--- config.mk ---
export PLATFORM = sky130hd
export DESIGN_NAME = mux_rr_stream_flat
export DESIGN_NICKNAME = d
export VERILOG_FILES = /design/src/rtl/mux_rr_stream_if.sv /design/src/rtl/mux_rr_stream.sv /design/src/flat_wrapper.sv
export SDC_FILE = /design/constraint.sdc
export NUM_CORES = 1
export LEC_CHECK = 0
export CAP_MARGIN = 20
export CORE_MARGIN = 2
export CORE_UTILIZATION = 36
export DETAILED_ROUTE_END_ITERATION = 6
export GPL_ROUTABILITY_DRIVEN = 0
export MAX_ROUTING_LAYER = met4
export PLACE_DENSITY = 0.76
export SLEW_MARGIN = 15
export SYNTH_ARGS = -nofsm -noshare
export SYNTH_HDL_FRONTEND = slang
export SYNTH_SLANG_ARGS = --single-unit
--- constraint.sdc ---
create_clock -name clk -period 2.9 [get_ports clk]
set_input_delay 0.87 -clock clk [delete_from_list [all_inputs] [get_ports clk]]
set_output_delay 0.87 -clock clk [all_outputs]
set_load 0.01 [all_outputs]
--- src/rtl/mux_rr_stream_if.sv ---
// Stream bundle between N_CH producers, the multiplexer and one shared consumer.
// The master side drives channel data and consumer ready; the slave side is the mux.
interface mux_rr_stream_if #(
    parameter int N_CH = 4,
    parameter int DW   = 4,
    localparam int SELW = $clog2(N_CH)
);
    logic                 mode;
    logic [SELW-1:0]      sel;
    logic [N_CH-1:0]      in_valid;
    logic [N_CH*DW-1:0]   in_data;
    logic [N_CH-1:0]      in_ready;
    logic                 out_valid;
    logic [DW-1:0]        out_data;
    logic [SELW-1:0]      out_ch;
    logic                 out_ready;

    modport master (
        output mode, sel, in_valid, in_data, out_ready,
        input  in_ready, out_valid, out_data, out_ch
    );

    modport slave (
        input  mode, sel, in_valid, in_data, out_ready,
        output in_ready, out_valid, out_data, out_ch
    );
endinterface

--- src/rtl/mux_rr_stream.sv ---
// N-channel stream multiplexer with a one-word output register, fixed-select or
// round-robin grant, and a source-channel tag on every output word.
module mux_rr_stream #(
    parameter int N_CH = 4,
    parameter int DW   = 4,
    localparam int SELW = $clog2(N_CH)
) (
    input  logic                clk,
    input  logic                rst,
    mux_rr_stream_if.slave      bus
);
    typedef enum logic {EMPTY, FULL} state_e;

    localparam logic [SELW-1:0] LAST_CH = SELW'(N_CH - 1);

    state_e            state_q, state_d;
    logic [DW-1:0]     data_q,  data_d;
    logic [SELW-1:0]   ch_q,    ch_d;
    logic [SELW-1:0]   ptr_q,   ptr_d;

    logic              load_en;
    logic              found;
    logic [SELW-1:0]   cand;
    logic              grant;
    logic              xfer;
    logic [N_CH-1:0]   in_ready_s;
    int                idx;

    // NOTE: every signal written here gets a default first, so no path leaves
    // a value unassigned and no latch is inferred.
    always_comb begin
        load_en    = (state_q == EMPTY) || bus.out_ready;
        found      = 1'b0;
        cand       = '0;
        idx        = 0;
        in_ready_s = '0;
        xfer       = 1'b0;

        if (!bus.mode) begin
            // Non-power-of-two channel counts leave some sel codes unmapped.
            if (int'(bus.sel) < N_CH) begin
                found = 1'b1;
                cand  = bus.sel;
            end
        end else begin
            for (int i = 0; i < N_CH; i++) begin
                idx = int'(ptr_q) + i;
                if (idx >= N_CH) idx = idx - N_CH;
                if (!found && bus.in_valid[idx]) begin
                    found = 1'b1;
                    cand  = SELW'(idx);
                end
            end
        end

        grant = found && load_en && !rst;
        for (int k = 0; k < N_CH; k++) begin
            in_ready_s[k] = grant && (cand == SELW'(k));
            if (in_ready_s[k] && bus.in_valid[k]) xfer = 1'b1;
        end

        state_d = state_q;
        data_d  = data_q;
        ch_d    = ch_q;
        ptr_d   = ptr_q;
        if (xfer) begin
            state_d = FULL;
            data_d  = bus.in_data[cand*DW +: DW];
            ch_d    = cand;
            if (bus.mode) ptr_d = (cand == LAST_CH) ? '0 : cand + 1'b1;
        end else if (load_en) begin
            state_d = EMPTY;
        end
    end

    // NOTE: state registers use non-blocking assignments so every flop samples
    // the pre-edge value of the others, independent of statement order.
    always_ff @(posedge clk) begin
        if (rst) begin
            state_q <= EMPTY;
            data_q  <= '0;
            ch_q    <= '0;
            ptr_q   <= '0;
        end else begin
            state_q <= state_d;
            data_q  <= data_d;
            ch_q    <= ch_d;
            ptr_q   <= ptr_d;
        end
    end

    assign bus.in_ready  = in_ready_s;
    assign bus.out_valid = (state_q == FULL);
    assign bus.out_data  = data_q;
    assign bus.out_ch    = ch_q;
endmodule

--- src/flat_wrapper.sv ---
// flat-port wrapper written by rule: the top's interface ports become plain ports
module mux_rr_stream_flat 
#(
    parameter int N_CH = 4,
    parameter int DW   = 4,
    localparam int SELW = $clog2(N_CH)
)
  (clk, rst, bus_mode, bus_sel, bus_in_valid, bus_in_data, bus_out_ready, bus_in_ready, bus_out_valid, bus_out_data, bus_out_ch);
  mux_rr_stream_if #(.N_CH(N_CH), .DW(DW)) bus_i ();
  input  logic clk;
  input  logic rst;
  input wire logic [$bits(bus_i.mode)-1:0] bus_mode;
  input wire logic [$bits(bus_i.sel)-1:0] bus_sel;
  input wire logic [$bits(bus_i.in_valid)-1:0] bus_in_valid;
  input wire logic [$bits(bus_i.in_data)-1:0] bus_in_data;
  input wire logic [$bits(bus_i.out_ready)-1:0] bus_out_ready;
  output wire logic [$bits(bus_i.in_ready)-1:0] bus_in_ready;
  output wire logic [$bits(bus_i.out_valid)-1:0] bus_out_valid;
  output wire logic [$bits(bus_i.out_data)-1:0] bus_out_data;
  output wire logic [$bits(bus_i.out_ch)-1:0] bus_out_ch;
  assign bus_i.mode = bus_mode;
  assign bus_i.sel = bus_sel;
  assign bus_i.in_valid = bus_in_valid;
  assign bus_i.in_data = bus_in_data;
  assign bus_i.out_ready = bus_out_ready;
  assign bus_in_ready = bus_i.in_ready;
  assign bus_out_valid = bus_i.out_valid;
  assign bus_out_data = bus_i.out_data;
  assign bus_out_ch = bus_i.out_ch;
  mux_rr_stream #(.N_CH(N_CH), .DW(DW)) u_core (.clk(clk), .rst(rst), .bus(bus_i));
endmodule
==> qor.yml <==
drv_slew: 0
grt_usage_pct: 26.01
multiInputGateArea_um2: 715.7
grt_max_degree: 13
clk_latency_ns: 0.26
power.total_uw: 563.5
final_common_cell: "buf_4"
io-pin-count: 37
relSlewSlack_pct: 74.65
final-hold-violation-count: 0
pwr-share-comb_pct: 55.7
internal_power_uw: 361.1
grt_pass1_vias: 1046
start_util_pct: 38.39
htree_levels: 1
outcome: "complete, but fails checks"
violations: "setup timing"
drive_above_1_share_pct: 45.45
drt-initial-drc-count: 33
leakagePower_uw: 0.0006497
cts.sink_count: 9
rsz0062_at_grt: "true"
yosysSeqAreaShare_pct: 23.92
critical_path_arrival_ns: 2.15
die_w_um: 49.74
fin_util_pct: 82.65
syn_avg_cell_area_um2: 8.187
vias: 1118
endpoint_kind: "output port"
fin_nets: 193
synth.distinct_cells: 34
cts_buffers: 3
wl_per_cell_um: 19.27
antenna_found_initial: 0
drt_pass1_iterations: 4
fin_setup_tns_ns: -0.4705
synth_warnings: 0
routed_wl_mm: 3.700
mostFrequentLayoutCells: "buf_4, clkdlybuf4s50_1, dfxtp_1"
p_sw_uw: 202.4
drc: 0
tightestPinTransition_ns: 0.3797
synth_top_area_share_pct: 23.92
postCtsHoldBufs: 0
core_region_area_um2: 1962
worst_ep_required_time_ns: 2.03
p_per_area_nw_per_um2: 347.5
filler_cell_count: 122
grt_remaining_overflow: 0
cts.clk_slew.worst_paths_ns: 0.06
power.share.sequential_pct: 27.0
cts_tree: "built"
holdCritPathClass: "register to register"
cts.root.buffer_cell: "clkbuf_4"
die_area_um2: 2474
finalSetupViolCount: 8
seq_area_um2: 180.2
hpwl_mm: 2.051
clockPowerShare_pct: 17.3
yosysTopAreaCell: "dfxtp_1"
die_h_um: 49.74
fmax_mhz: 330.7
rows: 16
critical_path_class: "primary input to output port"
fin_crit_sh_pct: 104.3
syn_nets: 119
fin_worst_skew_ns: 0.004243
max-clock-path-buffers: 2
synth.area.top_cells: "dfxtp_1, a221o_1, a21oi_1"
netSwitchingFraction_pct: 35.92
layout_setup_ws_ns: -0.1240
ys_ff_latch: 9
drt.antenna.violating_nets: 0
syn_area_um2: 753.2
diodes: 0
min_period_ns: 3.024
maxCapViolCount: 0
cp_max_fo: 6
portBuffers: 36
start_kind: "primary input"
pre_cts_ws_ns: -1.002
syn2layout_area_growth_pct: 115.3
ir_worst_vdd_mv: 0.4056
via_per_inst: 5.823
grt_first_pass_wirelength_mm: 4.836
synthCells: 92
==> cell usage after synthesis, drive strengths merged <==
master,instances
a211oi,1
a21boi,2
a21oi,9
a221o,8
a221oi,1
a22o,1
a22oi,2
a31o,1
a32oi,1
a41oi,1
and2,2
and3,3
and4b,1
buf,2
clkbuf,1
dfxtp,9
ha,1
inv,5
mux2i,3
nand2,5
nand2b,5
nand3,6
nor2,10
nor2b,3
nor3,1
nor3b,1
nor4,1
nor4b,1
o21ai,2
o221ai,2
o32ai,1
==> per-layer routing <==
metal	track usage, %	vias up	wire, um
li1	-	510	-
met1	27.88	534	1526
met2	48.22	70	1860
met3	6.970	4	280
met4	4.167	0	33
met5	-	-	0
==> power by group through the flow <==
stage          logic [uW]  registers [uW]  clock network (uW)
2_1_floorplan         105             153                   0
3_5_place_dp          231             151                   0
4_1_cts               257             150                97.5
6_report              314             152                97.4
3_3_place_gp          225             150                   0
5_1_grt               331             153                 103
==> flip-flops by register name, summed over array words and instances (netlist names) <==
| signal | count |
|---|---|
| u_core.bus.out_valid | 1 |
| u_core.bus.out_data | 4 |
| u_core.ptr_q | 2 |
| u_core.bus.out_ch | 2 |
==> logic make-up (layout without fill, tap and decap cells) <==
logic type | after synthesis | in the layout | synth area share (%)
buf+inv | 8 | 80 | 4.983
mux | 3 | 3 | 3.987
fa+ha+maj | 1 | 1 | 1.661
flops | 9 | 9 | 23.92
simple gates | 39 | 39 | 29.24
compound gates | 32 | 33 | 36.21
==> critical path, stage by stage <==
cell	delay (ns)
buf_12	0.11
nor3b_4	0.15
o32ai_2	0.31
a31o_2	0.25
inv_2	0.07
ha_4	0.16
and2_4	0.13
buf_6	0.11
==> worst paths after layout <==
check | end | slack [ns] | start | cells after the start
min reg2reg | u_core.bus.out_data[0]$_SDFFE_PP0P_ | 0.47 | u_core.bus.out_data[0]$_SDFFE_PP0P_ | 2
max | bus_in_ready[3] | -0.12 | bus_in_valid[2] | 8
max reg2reg | u_core.bus.out_data[1]$_SDFFE_PP0P_ | 0.15 | u_core.ptr_q[1]$_SDFFE_PP0P_ | 12
min | u_core.bus.out_data[0]$_SDFFE_PP0P_ | 0.47 | u_core.bus.out_data[0]$_SDFFE_PP0P_ | 2
==> timing repair <==
| action | in CTS | in global routing |
|---|---|---|
| cloned | 0 | 1 |
| setup endpoints to repair | 13 | 10 |
| pin swaps | 9 | 6 |
| resized for setup | 66 | 20 |
| buffers inserted | 10 | 3 |
==> final cells by class <==
type	count	area share (%)
tap	27	2.083
inverter	5	1.157
timing repair buffer	71	39.89
multi-input combinational	76	44.14
sequential	9	11.11
clock buffer	4	1.620
==> per-stage QoR <==
stage               cells  instance area [um2]  hold WS, ns
floorplan              92                760.7       0.4891
global placement      174                 1301       0.4580
detailed placement    174                 1301       0.4736
CTS                   188                 1474       0.4816
global route          192                 1622       0.5061
finish                192                 1622       0.4727
Power figures use the tool's default switching activity.
